File: src/rtl/btn_word_pkg.sv
// Shared types and defaults for the button-driven word assembler.
package btn_word_pkg;

  localparam int DEFAULT_DATA_LEN = 48;

  typedef enum logic {
    COLLECT = 1'b0,
    PRESENT = 1'b1
  } state_t;

  typedef logic [DEFAULT_DATA_LEN-1:0] word_t;

endpackage

File: src/rtl/btn_word_assembler_bit_shift_collector.sv
// MSB-first shift register with a saturating bit counter; a bit offered
// while the register is already full is dropped and flagged.
module bit_shift_collector #(
  parameter int DATA_LEN = 48,
  parameter int CNT_W    = $clog2(DATA_LEN + 1)
) (
  input  logic                clk,
  input  logic                rst,
  input  logic                shift_en,
  input  logic                shift_bit,
  input  logic                clear,
  output logic [DATA_LEN-1:0] sr,
  output logic [CNT_W-1:0]    bit_cnt,
  output logic                full,
  output logic                drop
);

  localparam logic [CNT_W-1:0] FULL_CNT = CNT_W'(DATA_LEN);

  logic [DATA_LEN-1:0] sr_r;
  logic [CNT_W-1:0]    cnt_r;
  logic                full_s;

  // Full flag and overflow-drop detection from the registered count
  always_comb begin
    full_s = (cnt_r == FULL_CNT);
    drop   = shift_en & full_s;
  end

  // Shift register and count: clear first, then accept a bit only while not full
  always_ff @(posedge clk) begin
    if (rst) begin
      sr_r  <= {DATA_LEN{1'b0}};
      cnt_r <= {CNT_W{1'b0}};
    end else if (clear) begin
      sr_r  <= {DATA_LEN{1'b0}};
      cnt_r <= {CNT_W{1'b0}};
    end else if (shift_en && !full_s) begin
      sr_r  <= {sr_r[DATA_LEN-2:0], shift_bit};
      cnt_r <= cnt_r + CNT_W'(1);
    end else begin
      sr_r  <= sr_r;
      cnt_r <= cnt_r;
    end
  end

  assign sr      = sr_r;
  assign bit_cnt = cnt_r;
  assign full    = full_s;

endmodule

File: src/rtl/btn_word_assembler.sv
// Assembles a word from zero/one button pulses and presents it on a
// valid/ready handshake; protocol misuse raises a one-cycle error pulse.
module btn_word_assembler
  import btn_word_pkg::*;
#(
  parameter int DATA_LEN = DEFAULT_DATA_LEN,
  parameter int CNT_W    = $clog2(DATA_LEN + 1)
) (
  input  logic                clk,
  input  logic                rst,
  input  logic                i_bit0,
  input  logic                i_bit1,
  input  logic                i_commit,
  input  logic                i_clear,
  output logic [DATA_LEN-1:0] o_data,
  output logic                o_valid,
  input  logic                i_ready,
  output logic [CNT_W-1:0]    o_bit_cnt,
  output logic                o_full,
  output logic                o_err
);

  state_t              state_r, state_nxt_s;
  logic [DATA_LEN-1:0] sr_s, data_r;
  logic [CNT_W-1:0]    cnt_s;
  logic                valid_r, err_r;
  logic                full_s, drop_s, load_s;
  logic                conflict_s, commit_take_s, shift_en_s, clear_s, err_s;

  // Qualify button events; clear outranks bits and commit, commit outranks bits
  always_comb begin
    conflict_s    = i_bit0 & i_bit1;
    commit_take_s = i_commit & ~i_clear & (state_r == COLLECT);
    shift_en_s    = (i_bit0 ^ i_bit1) & ~i_clear & ~commit_take_s;
    clear_s       = i_clear | commit_take_s;
  end

  bit_shift_collector #(
    .DATA_LEN (DATA_LEN),
    .CNT_W    (CNT_W)
  ) u_collector (
    .clk       (clk),
    .rst       (rst),
    .shift_en  (shift_en_s),
    .shift_bit (i_bit1),
    .clear     (clear_s),
    .sr        (sr_s),
    .bit_cnt   (cnt_s),
    .full      (full_s),
    .drop      (drop_s)
  );

  // Error aggregation: conflicting bits, dropped bit, short or ill-timed commit
  always_comb begin
    err_s = ~i_clear & (conflict_s | drop_s |
                        (i_commit & ((state_r == PRESENT) | ~full_s)));
  end

  // Next state and word-load decision
  always_comb begin
    state_nxt_s = state_r;
    load_s      = 1'b0;
    case (state_r)
      COLLECT: begin
        if (commit_take_s && full_s) begin
          state_nxt_s = PRESENT;
          load_s      = 1'b1;
        end else begin
          state_nxt_s = COLLECT;
        end
      end
      PRESENT: begin
        if (i_ready) begin
          state_nxt_s = COLLECT;
        end else begin
          state_nxt_s = PRESENT;
        end
      end
      default: begin
        state_nxt_s = COLLECT;
      end
    endcase
  end

  // State, presented word, valid and error registers
  always_ff @(posedge clk) begin
    if (rst) begin
      state_r <= COLLECT;
      data_r  <= {DATA_LEN{1'b0}};
      valid_r <= 1'b0;
      err_r   <= 1'b0;
    end else begin
      state_r <= state_nxt_s;
      valid_r <= (state_nxt_s == PRESENT);
      err_r   <= err_s;
      if (load_s) begin
        data_r <= sr_s;
      end else begin
        data_r <= data_r;
      end
    end
  end

  assign o_data    = data_r;
  assign o_valid   = valid_r;
  assign o_err     = err_r;
  assign o_bit_cnt = cnt_s;
  assign o_full    = full_s;

endmodule

File: config.mk
export PLATFORM = sky130hd
export DESIGN_NAME = btn_word_assembler
export DESIGN_NICKNAME = d
export VERILOG_FILES = /design/src/rtl/btn_word_pkg.sv /design/src/rtl/btn_word_assembler_bit_shift_collector.sv /design/src/rtl/btn_word_assembler.sv
export SDC_FILE = /design/constraint.sdc
export NUM_CORES = 1
export LEC_CHECK = 0
export CAP_MARGIN = 25
export CORE_AREA = 3 3 75 106
export DETAILED_ROUTE_END_ITERATION = 10
export DIE_AREA = 0 0 78 109
export PLACE_DENSITY = 0.78
export SETUP_SLACK_MARGIN = 0.2
export SYNTH_ARGS = -nofsm -noshare
export SYNTH_HDL_FRONTEND = slang
export SYNTH_HIERARCHICAL = 1
export SYNTH_SLANG_ARGS = --single-unit
File: constraint.sdc
create_clock -name clk -period 3.5 [get_ports clk]
set_input_delay 0.7 -clock clk [delete_from_list [all_inputs] [get_ports clk]]
set_output_delay 0.7 -clock clk [all_outputs]
set_load 0.03 [all_outputs]
# Word level (Yosys, flattened, before mapping)
# Index checks and enable logic that the tools add are counted.
dict set report op_classes {
  addsub 1
  n_eq_ne 1
  n_mux 4
  n_bitwise 17
  reduce_logical 4
}
# cell n
set ops {}
lappend ops {{AND 1 bit} 8}
lappend ops {{adder 6 x 1 -> 6 bit (second input constant)} 1}
lappend ops {{equality test 6 bit (second input constant)} 1}
lappend ops {{inverter 1 bit} 4}
lappend ops {{bitwise OR 1 bit} 4}
lappend ops {{two-way mux 1 bit} 3}
lappend ops {{logical AND 1 bit} 2}
lappend ops {{case mux 1 bit (2 select lines)} 1}
lappend ops {{OR reduction 2 bit} 1}
lappend ops {{zero test 1 bit} 1}
lappend ops {{XOR 1 bit} 1}
dict set report totals {
  reg_bits 104
  input_bits 7
  out_inout_bits 57
  word_cells 32
}

# Longest topological paths before layout
dict set report depth {
  depth_word 9
  depth_mapped 9
  ltp_nobuf 7
}

# Cells and area by module
# The synthesis kept the hierarchy.
# mod n_inst cells_each area_per_inst_um2 seq_area_each_um2
set by_module_without_submodules {}
lappend by_module_without_submodules {bit_shift_collector 1 196 2019.4 1081.0}
lappend by_module_without_submodules {btn_word_assembler 1 222 1851.8 1001.0}

# Worst setup path before layout
# No wires, ideal clock.
dict set report synth_timing {
  kind {register -> register}
  startpoint {reg u_collector.cnt_r[0] (netlist: u_collector/bit_cnt[0])}
  endpoint {reg data_r[17] (netlist: o_data[17])}
  setup_time_ps 143
  arrival_time_ps 2734
  required_ps 3357
  path_slack_ps 623
  path_stages_with_launch 10
  n_path_buf 2
  period_less_slack_ps 2877
  path_cell_list {dfxtp_1 > inv_1 > ha_1 > nand2_1 > nor4_1 > nand4bb_1 > buf_4 > buf_4 > nand2_1 > a21oi_2}
}
dict set report synth_via {
  elab_chain_cells 4
}
# item line_no
set synth_lines {}
lappend synth_lines {{start: declaration} btn_word_assembler_bit_shift_collector.sv:21} ;# logic [CNT_W-1:0] cnt_r;
lappend synth_lines {{start signal: assignment} btn_word_assembler_bit_shift_collector.sv:34} ;# cnt_r <= {CNT_W{1'b0}};
lappend synth_lines {{start signal: assignment} btn_word_assembler_bit_shift_collector.sv:37} ;# cnt_r <= {CNT_W{1'b0}};
lappend synth_lines {{start signal: assignment} btn_word_assembler_bit_shift_collector.sv:40} ;# cnt_r <= cnt_r + CNT_W'(1);
lappend synth_lines {{equality test 6 bit} btn_word_assembler_bit_shift_collector.sv:26} ;# full_s = (cnt_r == FULL_CNT);
lappend synth_lines {{net o_full} btn_word_assembler.sv:19} ;# output logic o_full,
lappend synth_lines {{logical AND 1 bit} btn_word_assembler.sv:65} ;# if (commit_take_s && full_s) begin
lappend synth_lines {{two-way mux 1 bit} btn_word_assembler.sv:65}
lappend synth_lines {{two-way mux 1 bit} btn_word_assembler.sv:63} ;# case (state_r)
lappend synth_lines {{end signal: assignment} btn_word_assembler.sv:89} ;# data_r <= {DATA_LEN{1'b0}};
lappend synth_lines {{end signal: assignment} btn_word_assembler.sv:97} ;# data_r <= sr_s;
lappend synth_lines {{end signal: assignment} btn_word_assembler.sv:99} ;# data_r <= data_r;
lappend synth_lines {{end: declaration} btn_word_assembler.sv:24} ;# logic [DATA_LEN-1:0] sr_s, data_r;
# The timed path passes the listed nets, and every way through them passes these cells.
# A chain may end at the register's enable or synchronous reset.

# Worst setup path in the final report
dict set report layout_timing {
  startpoint {reg u_collector.cnt_r[0] (netlist: u_collector/bit_cnt[0])}
  endpoint {out o_full}
}
dict set report layout_via {
  elab_chain_cells 1
}
# item line_no
set layout_lines {}
lappend layout_lines {{equality test 6 bit} btn_word_assembler_bit_shift_collector.sv:26}
lappend layout_lines {{end: declaration} btn_word_assembler.sv:19}
# No other way between the ends.

==> metrics <==
status finished, final reports clean; startpoint types register; vias in the first global route around 2800; worst r2r path cells 8; DR iter-0 viols 122; CTS tree built; Max-slew headroom 0.489; fmax about 320 MHz; Max FO, Critical Path 5; largest net degree at the start of global routing between 50 and 60; Seq/Total Area, Yosys 0.538; simple-gate area share of the yosys netlist 0.181; total number of vias between 2000 and 3000; post-route ant nets 0; Setup Skew between 0.01 and 0.015 ns; largest family of logic cells by synthesized area simple AND/OR/NAND/NOR gates; worst-margin pin slew roughly 0.76 ns; num rows 36; Ant. Diodes 0; initial antenna violation count 0; period utilization 0.901; hpwl dp roughly 5000 um; placed instance area 0.00453 sq mm; worst min-delay path class reg2reg; drt total wl roughly 7500 um; H-Tree Level Count 3; Area growth syn-to-layout 21.5%; total congestion overflow 0; Slowest-stage cell, CP clkdlybuf4s50_1; port bufs 63; clock buffer depth 2; final hold violations 0; worst slack, placed ~0.74 ns; Final #Nets 480; CTS sink cnt about 100; GP Congestion around 0.8; setup tns final 0 ns; Reg clk slew, reported paths about 0.09 ns; Synth Warn # 6; area share of the largest cell type after synthesis 0.538; Synth Area in XOR/XNOR 0.00452; RSZ-0062 raised after global routing no; post-synthesis net count ~430; critical path cell sequence inv_1 -> ha_1 -> nand2_1 -> nor4_1 -> clkdlybuf4s50_1; required time of the critical path about 2.8 ns; core area around 0.007 sq mm; Worst R2R End o_data[39]; Synth Cell Area 0.00387 sq mm; WS Path Type reg2out; Ports 64; reg-to-reg slack, setup around 0.73 ns; Wirelength per Cell between 10 and 15 um; Initial Util 0.551; Post-Synth Adder-Cell Area 0.00970; die area ~0.0085 sq mm; Residual DRC 0; Finished Cell Area 0.00470 sq mm; Die Y 109 um; Hold Crit Start u_collector/sr[9]; # setup viols final 0; synthesized area per cell roughly 9.3 sq um; setup bufs post-CTS 0; LEAKAGE around 1.5 nW; hold depth 2; hold endpoint o_data[9]; Setup crit end kind output pin; max-cap violation count 0; worst-skew pair later-pin latency ~0.36 ns; post-CTS sizing 0; leading area contributor after synthesis dfxtp_1; total power draw between 0.0015 and 0.002 W; Power Dens Cells 409 mW/mm^2; synth top area cells dfxtp_1 54%, nand2_1 14%, mux2i_1 13%; Synth Register Bits 104; first-pass GRT wire length roughly 13000 um; Critical R2R Launch u_collector/bit_cnt[0]; Worst path max stage delay 0.81 ns; Critical Path AT approximately 2.5 ns; GRT Total Usage 0.188; Tmin final ~3.2 ns; layout cells sized above 1 0.0968; post-synthesis cell type count 32; Final WS setup ~0.35 ns; TritonCTS Buffers 9; vias per cell a little over 5; Cells after Synth 418; post-synthesis compound-gate area fraction 0.0886; Max VDD drop about 0.22 mV; # hold bufs at CTS 0; mux cell area share after synthesis 0.129; Root Driver clkbuf_8; max-slew violations 0; Die Width between 70 and 80 um; TritonRoute pass-1 iters 7
==> kinds of logic after synthesis <==
| kind of cell | count (synthesis) |
|---|---|
| buffers and inverters | 33 |
| adder cells (fa/ha/maj) | 3 |
| XOR/XNOR | 2 |
| multiplexers | 50 |
| AND/OR/NAND/NOR | 169 |
| flip-flops | 104 |
| AO/OA/AOI/OAI | 57 |
==> per-stage QoR <==
step	utilization	hold slack [ns]	instances
after global routing	0.669	0.473	570
after CTS	0.669	0.457	570
after floorplan	-	0.432	418
final	0.669	0.454	570
after global placement	0.644	0.439	554
after detailed placement	0.644	0.444	554
==> cells in the final DEF (no fill, tap or decap), drive strengths merged <==
cell,instances
mux2i,50
ha,3
nor3,1
a21o,1
dfxtp,104
xor2,2
clkbuf,14
or2,1
and2,1
nand2,153
nor2,4
a211oi,1
o41ai,1
nand2b,2
nand4bb,1
a21oi,51
nor2b,1
nand4,2
o41a,1
buf,7
o21ai,1
or3,1
and4bb,1
clkdlybuf4s50,62
inv,5
clkinv,2
a311o,1
nor4,1
==> worst max-delay path by stage <==
stage / from / to / cells after the start
after floorplan: u_collector/bit_cnt[0] / o_data[17] / 9
after global placement: u_collector/bit_cnt[0] / o_full / 5
after detailed placement: u_collector/bit_cnt[0] / o_full / 5
after CTS: u_collector/bit_cnt[0] / o_full / 5
after global routing: u_collector/bit_cnt[0] / o_full / 5
final: u_collector/bit_cnt[0] / o_full / 5
==> per-layer routing <==
layer	part of all wire	routed length [um]	up-vias	track usage
met5	0	0	-	0
met4	0.018	137	0	0.0913
met3	0.039	293	12	0.0438
met2	0.50	3740	53	0.315
met1	0.44	3300	1353	0.226
li1	-	-	1484	-
==> power by group <==
part           internal (W)  leakage [nW]  switching (W)
sequential          0.00118         0.837    0.000000351
combinational     0.0000260         0.612      0.0000399
clock              0.000299        0.0907       0.000377
==> final cells by class <==
| cell class | count | area (sq um) |
|---|---|---|
| flip-flops and latches | 104 | 2080 |
| fillers | 609 | 2320 |
| clock inverters | 2 | 13.8 |
| well taps | 95 | 119 |
| repair buffers | 69 | 696 |
| multi-input cells | 281 | 1610 |
| inverters | 5 | 18.8 |
| clock buffers | 14 | 163 |
==> critical path, delay by kind of cell, from the launching register on <==
| family | cells | cell delay [ns] |
|---|---|---|
| simple gates | 2 | 0.68 |
| buf+inv | 2 | 0.90 |
| fa+ha+maj | 1 | 0.18 |
| flops | 1 | 0.35 |
==> synth_stat cells <==
library cell and n:
nand2_1 143, ha_1 3, a311o_1 1, o21ai_0 1, and2_1 1, inv_1 4
mux2i_1 50, a21o_1 1, nor3_1 1, o41a_1 1, nor2b_1 1, a21oi_2 10
buf_8 2, dfxtp_1 104, a21oi_1 41, buf_4 2, and4bb_2 1, nand2b_1 2
buf_6 4, inv_2 1, xor2_1 2, nand2_2 10, o41ai_1 1, clkbuf_1 14
nor2_1 4, a211oi_1 1, or2_2 1, or3_1 1, nand4_1 2, nand4bb_1 1
nor4_1 1, buf_2 6
==> flip-flops by register name (all words and copies together) (netlist names) <==
register and count:
o_data 48, u_collector/bit_cnt 6, u_collector/sr 48, o_err 1
o_valid 1
No activity file was read; power rests on OpenSTA's default activity.
